### src/rtl/cpu_pkg.sv
// Shared opcodes, FSM states and ALU op codes for the multicycle core.
// Also provides the opcode-to-ALU-op mapping used in EXEC.
package cpu_pkg;

  typedef enum logic [3:0] {
    OP_NOP  = 4'h0,
    OP_ADD  = 4'h1,
    OP_SUB  = 4'h2,
    OP_AND  = 4'h3,
    OP_OR   = 4'h4,
    OP_ADDI = 4'h5,
    OP_LD   = 4'h6,
    OP_ST   = 4'h7,
    OP_BEQ  = 4'h8,
    OP_JMP  = 4'h9,
    OP_HALT = 4'hF
  } opcode_t;

  typedef enum logic [2:0] {
    S_FETCH,
    S_DECODE,
    S_EXEC,
    S_MEM,
    S_WB,
    S_HALT
  } state_t;

  typedef enum logic [2:0] {
    ALU_ADD,
    ALU_SUB,
    ALU_AND,
    ALU_OR,
    ALU_EQ
  } alu_op_t;

  function automatic alu_op_t alu_sel(
    input logic [3:0] op
  );
    case (op)
      OP_SUB:  return ALU_SUB;
      OP_AND:  return ALU_AND;
      OP_OR:   return ALU_OR;
      OP_BEQ:  return ALU_EQ;
      default: return ALU_ADD;
    endcase
  endfunction

endpackage

### src/rtl/mc_alu.sv
// Combinational ALU: add, sub, and, or, equality.
// Arithmetic wraps at DATA_W; EQ returns 1 in bit 0.
module mc_alu
  import cpu_pkg::*;
#(
  parameter int DATA_W = 16
) (
  input  alu_op_t           op,
  input  logic [DATA_W-1:0] a,
  input  logic [DATA_W-1:0] b,
  output logic [DATA_W-1:0] y
);

  always_comb begin
    y = '0;
    case (op)
      ALU_ADD: y = a + b;
      ALU_SUB: y = a - b;
      ALU_AND: y = a & b;
      ALU_OR:  y = a | b;
      ALU_EQ:  y = {{(DATA_W-1){1'b0}}, a == b};
      default: y = '0;
    endcase
  end

endmodule

### src/rtl/multicycle_cpu.sv
// Multicycle 16-bit core: FETCH/DECODE/EXEC/MEM/WB/HALT FSM,
// 8-entry register file (r0 hardwired to zero) and PC.
module multicycle_cpu
  import cpu_pkg::*;
#(
  parameter int DATA_W  = 16,
  parameter int REG_CNT = 8,
  parameter int PC_W    = 9
) (
  input  logic              clk,
  input  logic              rst,
  output logic [PC_W-1:0]   imem_addr,
  input  logic [15:0]       imem_data,
  output logic              dmem_req,
  output logic              dmem_we,
  output logic [8:0]        dmem_addr,
  output logic [DATA_W-1:0] dmem_wdata,
  input  logic [DATA_W-1:0] dmem_rdata,
  input  logic              dmem_ready,
  output logic              halted
);

  state_t            state;
  logic [PC_W-1:0]   pc;
  logic [15:0]       ir;
  logic [DATA_W-1:0] a;
  logic [DATA_W-1:0] b;
  logic [DATA_W-1:0] r;
  logic [DATA_W-1:0] regs [REG_CNT];

  logic [3:0]        op;
  logic [2:0]        ra;
  logic [2:0]        rb;
  logic [DATA_W-1:0] imm_x;
  logic [PC_W-1:0]   off_x;
  logic [PC_W-1:0]   pc_inc;
  logic [PC_W-1:0]   br_tgt;
  logic [DATA_W-1:0] rd_a;
  logic [DATA_W-1:0] rd_b;
  logic [DATA_W-1:0] alu_b;
  logic [DATA_W-1:0] alu_y;

  assign op     = ir[15:12];
  assign ra     = ir[11:9];
  assign rb     = ir[8:6];
  assign imm_x  = {{(DATA_W-9){ir[8]}}, ir[8:0]};
  assign off_x  = {{(PC_W-6){ir[5]}}, ir[5:0]};
  assign pc_inc = pc + PC_W'(1);
  assign br_tgt = pc_inc + off_x;

  // r0 reads as zero regardless of array contents
  assign rd_a  = (ra == 3'd0) ? '0 : regs[ra];
  assign rd_b  = (rb == 3'd0) ? '0 : regs[rb];
  assign alu_b = (op == OP_ADDI) ? imm_x : b;

  assign imem_addr  = pc;
  assign dmem_addr  = ir[8:0];
  assign dmem_wdata = a;

  mc_alu #(
    .DATA_W(DATA_W)
  ) u_alu (
    .op(alu_sel(op)),
    .a (a),
    .b (alu_b),
    .y (alu_y)
  );

  always_ff @(posedge clk or negedge rst) begin
    if (!rst) begin
      state    <= S_FETCH;
      pc       <= '0;
      ir       <= '0;
      a        <= '0;
      b        <= '0;
      r        <= '0;
      dmem_req <= 1'b0;
      dmem_we  <= 1'b0;
      halted   <= 1'b0;
      for (int i = 0; i < REG_CNT; i++)
        regs[i] <= '0;
    end else begin
      case (state)
        S_FETCH: begin
          ir    <= imem_data;
          state <= S_DECODE;
        end
        S_DECODE: begin
          a     <= rd_a;
          b     <= rd_b;
          state <= S_EXEC;
        end
        S_EXEC: begin
          r <= alu_y;
          case (op)
            OP_ADD, OP_SUB, OP_AND,
            OP_OR, OP_ADDI: begin
              state <= S_WB;
            end
            OP_LD: begin
              dmem_req <= 1'b1;
              dmem_we  <= 1'b0;
              state    <= S_MEM;
            end
            OP_ST: begin
              dmem_req <= 1'b1;
              dmem_we  <= 1'b1;
              pc       <= pc_inc;
              state    <= S_MEM;
            end
            OP_BEQ: begin
              pc    <= alu_y[0] ? br_tgt : pc_inc;
              state <= S_FETCH;
            end
            OP_JMP: begin
              pc    <= PC_W'(ir[8:0]);
              state <= S_FETCH;
            end
            OP_HALT: begin
              halted <= 1'b1;
              state  <= S_HALT;
            end
            default: begin
              pc    <= pc_inc;
              state <= S_FETCH;
            end
          endcase
        end
        S_MEM: begin
          if (dmem_ready) begin
            dmem_req <= 1'b0;
            dmem_we  <= 1'b0;
            if (dmem_we) begin
              state <= S_FETCH;
            end else begin
              r     <= dmem_rdata;
              state <= S_WB;
            end
          end
        end
        S_WB: begin
          if (ra != 3'd0)
            regs[ra] <= r;
          pc    <= pc_inc;
          state <= S_FETCH;
        end
        S_HALT: begin
          state <= S_HALT;
        end
        default: begin
          state <= S_FETCH;
        end
      endcase
    end
  end

endmodule

### config.mk
export PLATFORM = sky130hd
export DESIGN_NAME = multicycle_cpu
export DESIGN_NICKNAME = d
export VERILOG_FILES = /design/src/rtl/cpu_pkg.sv /design/src/rtl/mc_alu.sv /design/src/rtl/multicycle_cpu.sv
export SDC_FILE = /design/constraint.sdc
export NUM_CORES = 1
export LEC_CHECK = 0
export BUFFER_PORTS_ARGS = -buffer_cell sky130_fd_sc_hd__buf_2
export CAP_MARGIN = 20
export CELL_PAD_IN_SITES_DETAIL_PLACEMENT = 1
export CELL_PAD_IN_SITES_GLOBAL_PLACEMENT = 2
export CORE_MARGIN = 5
export CORE_UTILIZATION = 44
export DETAILED_ROUTE_END_ITERATION = 8
export MAX_ROUTING_LAYER = met4
export PLACE_DENSITY_LB_ADDON = 0.1
export SKIP_LAST_GASP = 1
export SLEW_MARGIN = 10
export SYNTH_ARGS = -nofsm -noshare
export SYNTH_HDL_FRONTEND = slang
export SYNTH_SLANG_ARGS = --single-unit
export TNS_END_PERCENT = 1
### constraint.sdc
create_clock -name clk -period 7.8 [get_ports clk]
set_clock_uncertainty 0.2 [all_clocks]
set_input_delay 1.56 -clock clk [delete_from_list [all_inputs] [get_ports clk]]
set_output_delay 1.56 -clock clk [all_outputs]
set_load 0.05 [all_outputs]
==> results.sh <==
export IMPL_grt_use_total_pct=26.1
export IMPL_critical_path_required_ps=7980
export IMPL_dieArea_sq_um=31500
export IMPL_status="complete, no violations"
export IMPL_post_route_cell_area_sq_um=13500
export IMPL_cts_sinks=191
export IMPL_net_switching_power_mw=0.465
export IMPL_synth_main_ff_cell="dfrtp_1"
export IMPL_drtAntennaViolNets=0
export IMPL_dp_cells=1600
export IMPL_fin_ws_ps=2660
export IMPL_post_dp_hpwl_um=26700
export IMPL_final_hold_viol_count=0
export IMPL_syn_inst=1230
export IMPL_die_h_um=177
export IMPL_fin_crit_ps=5140
export IMPL_clock_latency_ps=450
export IMPL_p_leak_nw=5.97
export IMPL_max_cap_violations=0
export IMPL_reg2reg_slack_ps=2660
export IMPL_finalNonFillerCells=1632
export IMPL_synth_edf_count=0
export IMPL_place_congestion=0.889
export IMPL_setup_viol_count_final=0
export IMPL_first_pass_iters=5
export IMPL_portBuffers=71
export IMPL_end_kind="flop"
export IMPL_power_frac_comb_pct=1.7
export IMPL_grt_pass1_wl_um=61600
export IMPL_drv_slew=0
export IMPL_yosysWarnings=0
export IMPL_gr_total_overflow=0
export IMPL_pre_cts_ws_ps=2680
export IMPL_startpoint_type="flop"
export IMPL_layout_drive_gt1_share_pct=23.6
export IMPL_worst_pin_slew_ps=1130
export IMPL_period_share_pct=65.9
export IMPL_grt_max_degree=167
export IMPL_vdd_ir_drop_max_mv=0.132
export IMPL_syn_area_per_cell_sq_um=10.0
export IMPL_synth_cell_types=78
export IMPL_clockBufferDepth=2
export IMPL_initial_utilization_pct=44.6
export IMPL_seq_power_share_pct=51.8
export IMPL_clkPwrFrac_pct=46.5
export IMPL_wl_um=38700
export IMPL_crit_type="reg2reg"
export IMPL_dr_total_vias=9829
export IMPL_vias_per_cell=6.02
export IMPL_syn_area_sq_um=12300
export IMPL_die_w_um=177
export IMPL_utilization_pct=48.6
export IMPL_htree_num_levels=4
export IMPL_final_nets=1335
export IMPL_synth_seq_cells=191
export IMPL_first_iter_violations=768
export IMPL_setup_tns_ps=0
export IMPL_switching_share_pct=24.2
export IMPL_clk_transition_reported_paths_ps=80
export IMPL_synthesis_nets=1324
export IMPL_cts_root_buf="clkbuf_16"
export IMPL_cts_tree="built"
export IMPL_rsz0062_at_grt="no"
export IMPL_min_path_type="reg2reg"
export IMPL_intPower_mw=1.46
export IMPL_antenna_found_initial=1
export IMPL_fillers=3077
export IMPL_dpl_cell_area_sq_um=12900
export IMPL_cts_setup_buffers=0
export IMPL_cts_made_buffers=17
export IMPL_cp_arrival_ps=5320
export IMPL_rows=61
export IMPL_ioPinCount=72
export IMPL_drcViolationCount=0
export IMPL_wl_per_cell_um=23.7
export IMPL_post_cts_resized=0
export IMPL_fp_coreArea_sq_um=27700
export IMPL_cts_hold_buf=0
export IMPL_powerDensity_nw_per_um2=143
export IMPL_num_antenna_cells=0
export IMPL_path_max_fanout=21
export IMPL_async_flop_share_pct=100
export IMPL_grt_pass1_vias=10100
export IMPL_ys_seq_area_share_pct=38.7
export IMPL_synthToLayoutAreaGrowth_pct=9.07
export IMPL_slew_headroom_pct=24.7
export IMPL_fmax_mhz=195
[synth_stat cells, types with 12 or more instances]
| library cell | n | area (sq um) |
|---|---|---|
| a211oi_1 | 40 | 300 |
| a21o_1 | 13 | 97.6 |
| a21oi_1 | 109 | 546 |
| buf_2 | 22 | 110 |
| clkbuf_1 | 56 | 210 |
| dfrtp_1 | 191 | 4780 |
| ha_1 | 56 | 701 |
| inv_1 | 52 | 195 |
| mux2_2 | 128 | 1440 |
| mux2i_1 | 34 | 340 |
| mux4_2 | 32 | 721 |
| nand2_1 | 118 | 443 |
| nor2_1 | 56 | 210 |
| nor3_1 | 23 | 115 |
| o21ai_0 | 82 | 410 |
| xnor2_1 | 12 | 105 |
[logic make-up (layout without fill, tap and decap cells)]
kind of cell / Yosys count / after routing / synth area share (%)
buf+inv: 145 / 169 / 4.97
compound gates: 350 / 350 / 18.2
flops: 191 / 191 / 38.7
xor+xnor: 17 / 17 / 1.21
fa+ha+maj: 59 / 59 / 6.16
simple gates: 274 / 274 / 10.4
mux: 194 / 194 / 20.3
[worst max-delay path, stage by stage (launching register included)]
cell	delay (ps)
dfrtp_1	780
inv_1	440
nor3b_2	580
nand2_1	370
nand2_1	190
inv_1	70
ha_1	400
nor4_2	470
nand2_1	200
o22a_2	280
nand2_1	310
nand2_1	90
or4b_1	510
a31oi_1	170
[metal layers]
metal | part of all wire [%] | GRT usage (%) | vias up
met3 | 3.5 | 3.11 | 30
met2 | 46 | 39.9 | 179
met1 | 50 | 38.1 | 5075
met5 | 0 | - | -
li1 | - | - | 4545
met4 | 0.91 | 4.77 | 0
[worst paths after layout]
check / end / cells after the start / start
hold reg to reg: halted$_DFFE_PN0P_ / 1 / halted$_DFFE_PN0P_
setup reg to reg: imem_addr[7]$_DFFE_PN0P_ / 13 / ir[12]$_DFFE_PN0P_
min in group asynchronous: state[2]$_DFFE_PN0P_ / 1 / rst
setup / recovery: imem_addr[7]$_DFFE_PN0P_ / 13 / ir[12]$_DFFE_PN0P_
hold / removal: halted$_DFFE_PN0P_ / 1 / halted$_DFFE_PN0P_
max in group asynchronous: ir[6]$_DFFE_PN0P_ / 2 / rst
[state kept, by name (all words and copies together), names as in the netlist]
signal and flops:
state 3, halted 1, dmem_wdata 16, ir 16
r 16, dmem_req 1, imem_addr 9, dmem_we 1
b 16, regs 112
[power by group through the flow]
stage / Sequential [mW] / Combinational [mW] / Clock [mW]
6_report: 0.997 / 0.0323 / 0.895
5_1_grt: 0.998 / 0.0379 / 0.961
4_1_cts: 0.997 / 0.0341 / 0.913
3_5_place_dp: 1.02 / 0.0341 / 0
3_3_place_gp: 1.02 / 0.0337 / 0
2_1_floorplan: 1.01 / 0.00224 / 0
[cell usage in the layout, fill, tap and decap left out, types with 11 or more instances in the layout]
| cell type | Yosys | layout |
|---|---|---|
| buf_2 | 22 | 70 |
| nand3_1 | 11 | 11 |
| mux2i_1 | 34 | 34 |
| a21oi_1 | 109 | 109 |
| dfrtp_1 | 191 | 187 |
| nor2_1 | 56 | 56 |
| nand2_1 | 118 | 118 |
| mux2_2 | 128 | 128 |
| mux4_2 | 32 | 32 |
| xnor2_1 | 12 | 12 |
| buf_4 | 9 | 13 |
| o21ai_0 | 82 | 82 |
| a211oi_1 | 40 | 40 |
| nor3_1 | 23 | 22 |
| clkbuf_16 | 0 | 17 |
| ha_1 | 56 | 56 |
| inv_1 | 52 | 52 |
| a21o_1 | 13 | 13 |
[metrics by stage]
stage / hold slack (ps) / power, mW
finish: 264 / 1.92
global route: 301 / 2.00
global placement: 245 / 1.05
CTS: 268 / 1.94
floorplan: 250 / 1.02
detailed placement: 251 / 1.05
[area by class of cell]
class / instances / area [sq um] / area share (%)
clock buffer: 20 / 447 / 3.32
clock inverter: 12 / 126 / 0.939
inverter: 52 / 195 / 1.45
multi-input combinational: 894 / 6960 / 51.7
sequential: 191 / 4780 / 35.5
tap: 378 / 473 / 3.51
timing repair buffer: 85 / 482 / 3.58
(Power assumes the default switching activity.)
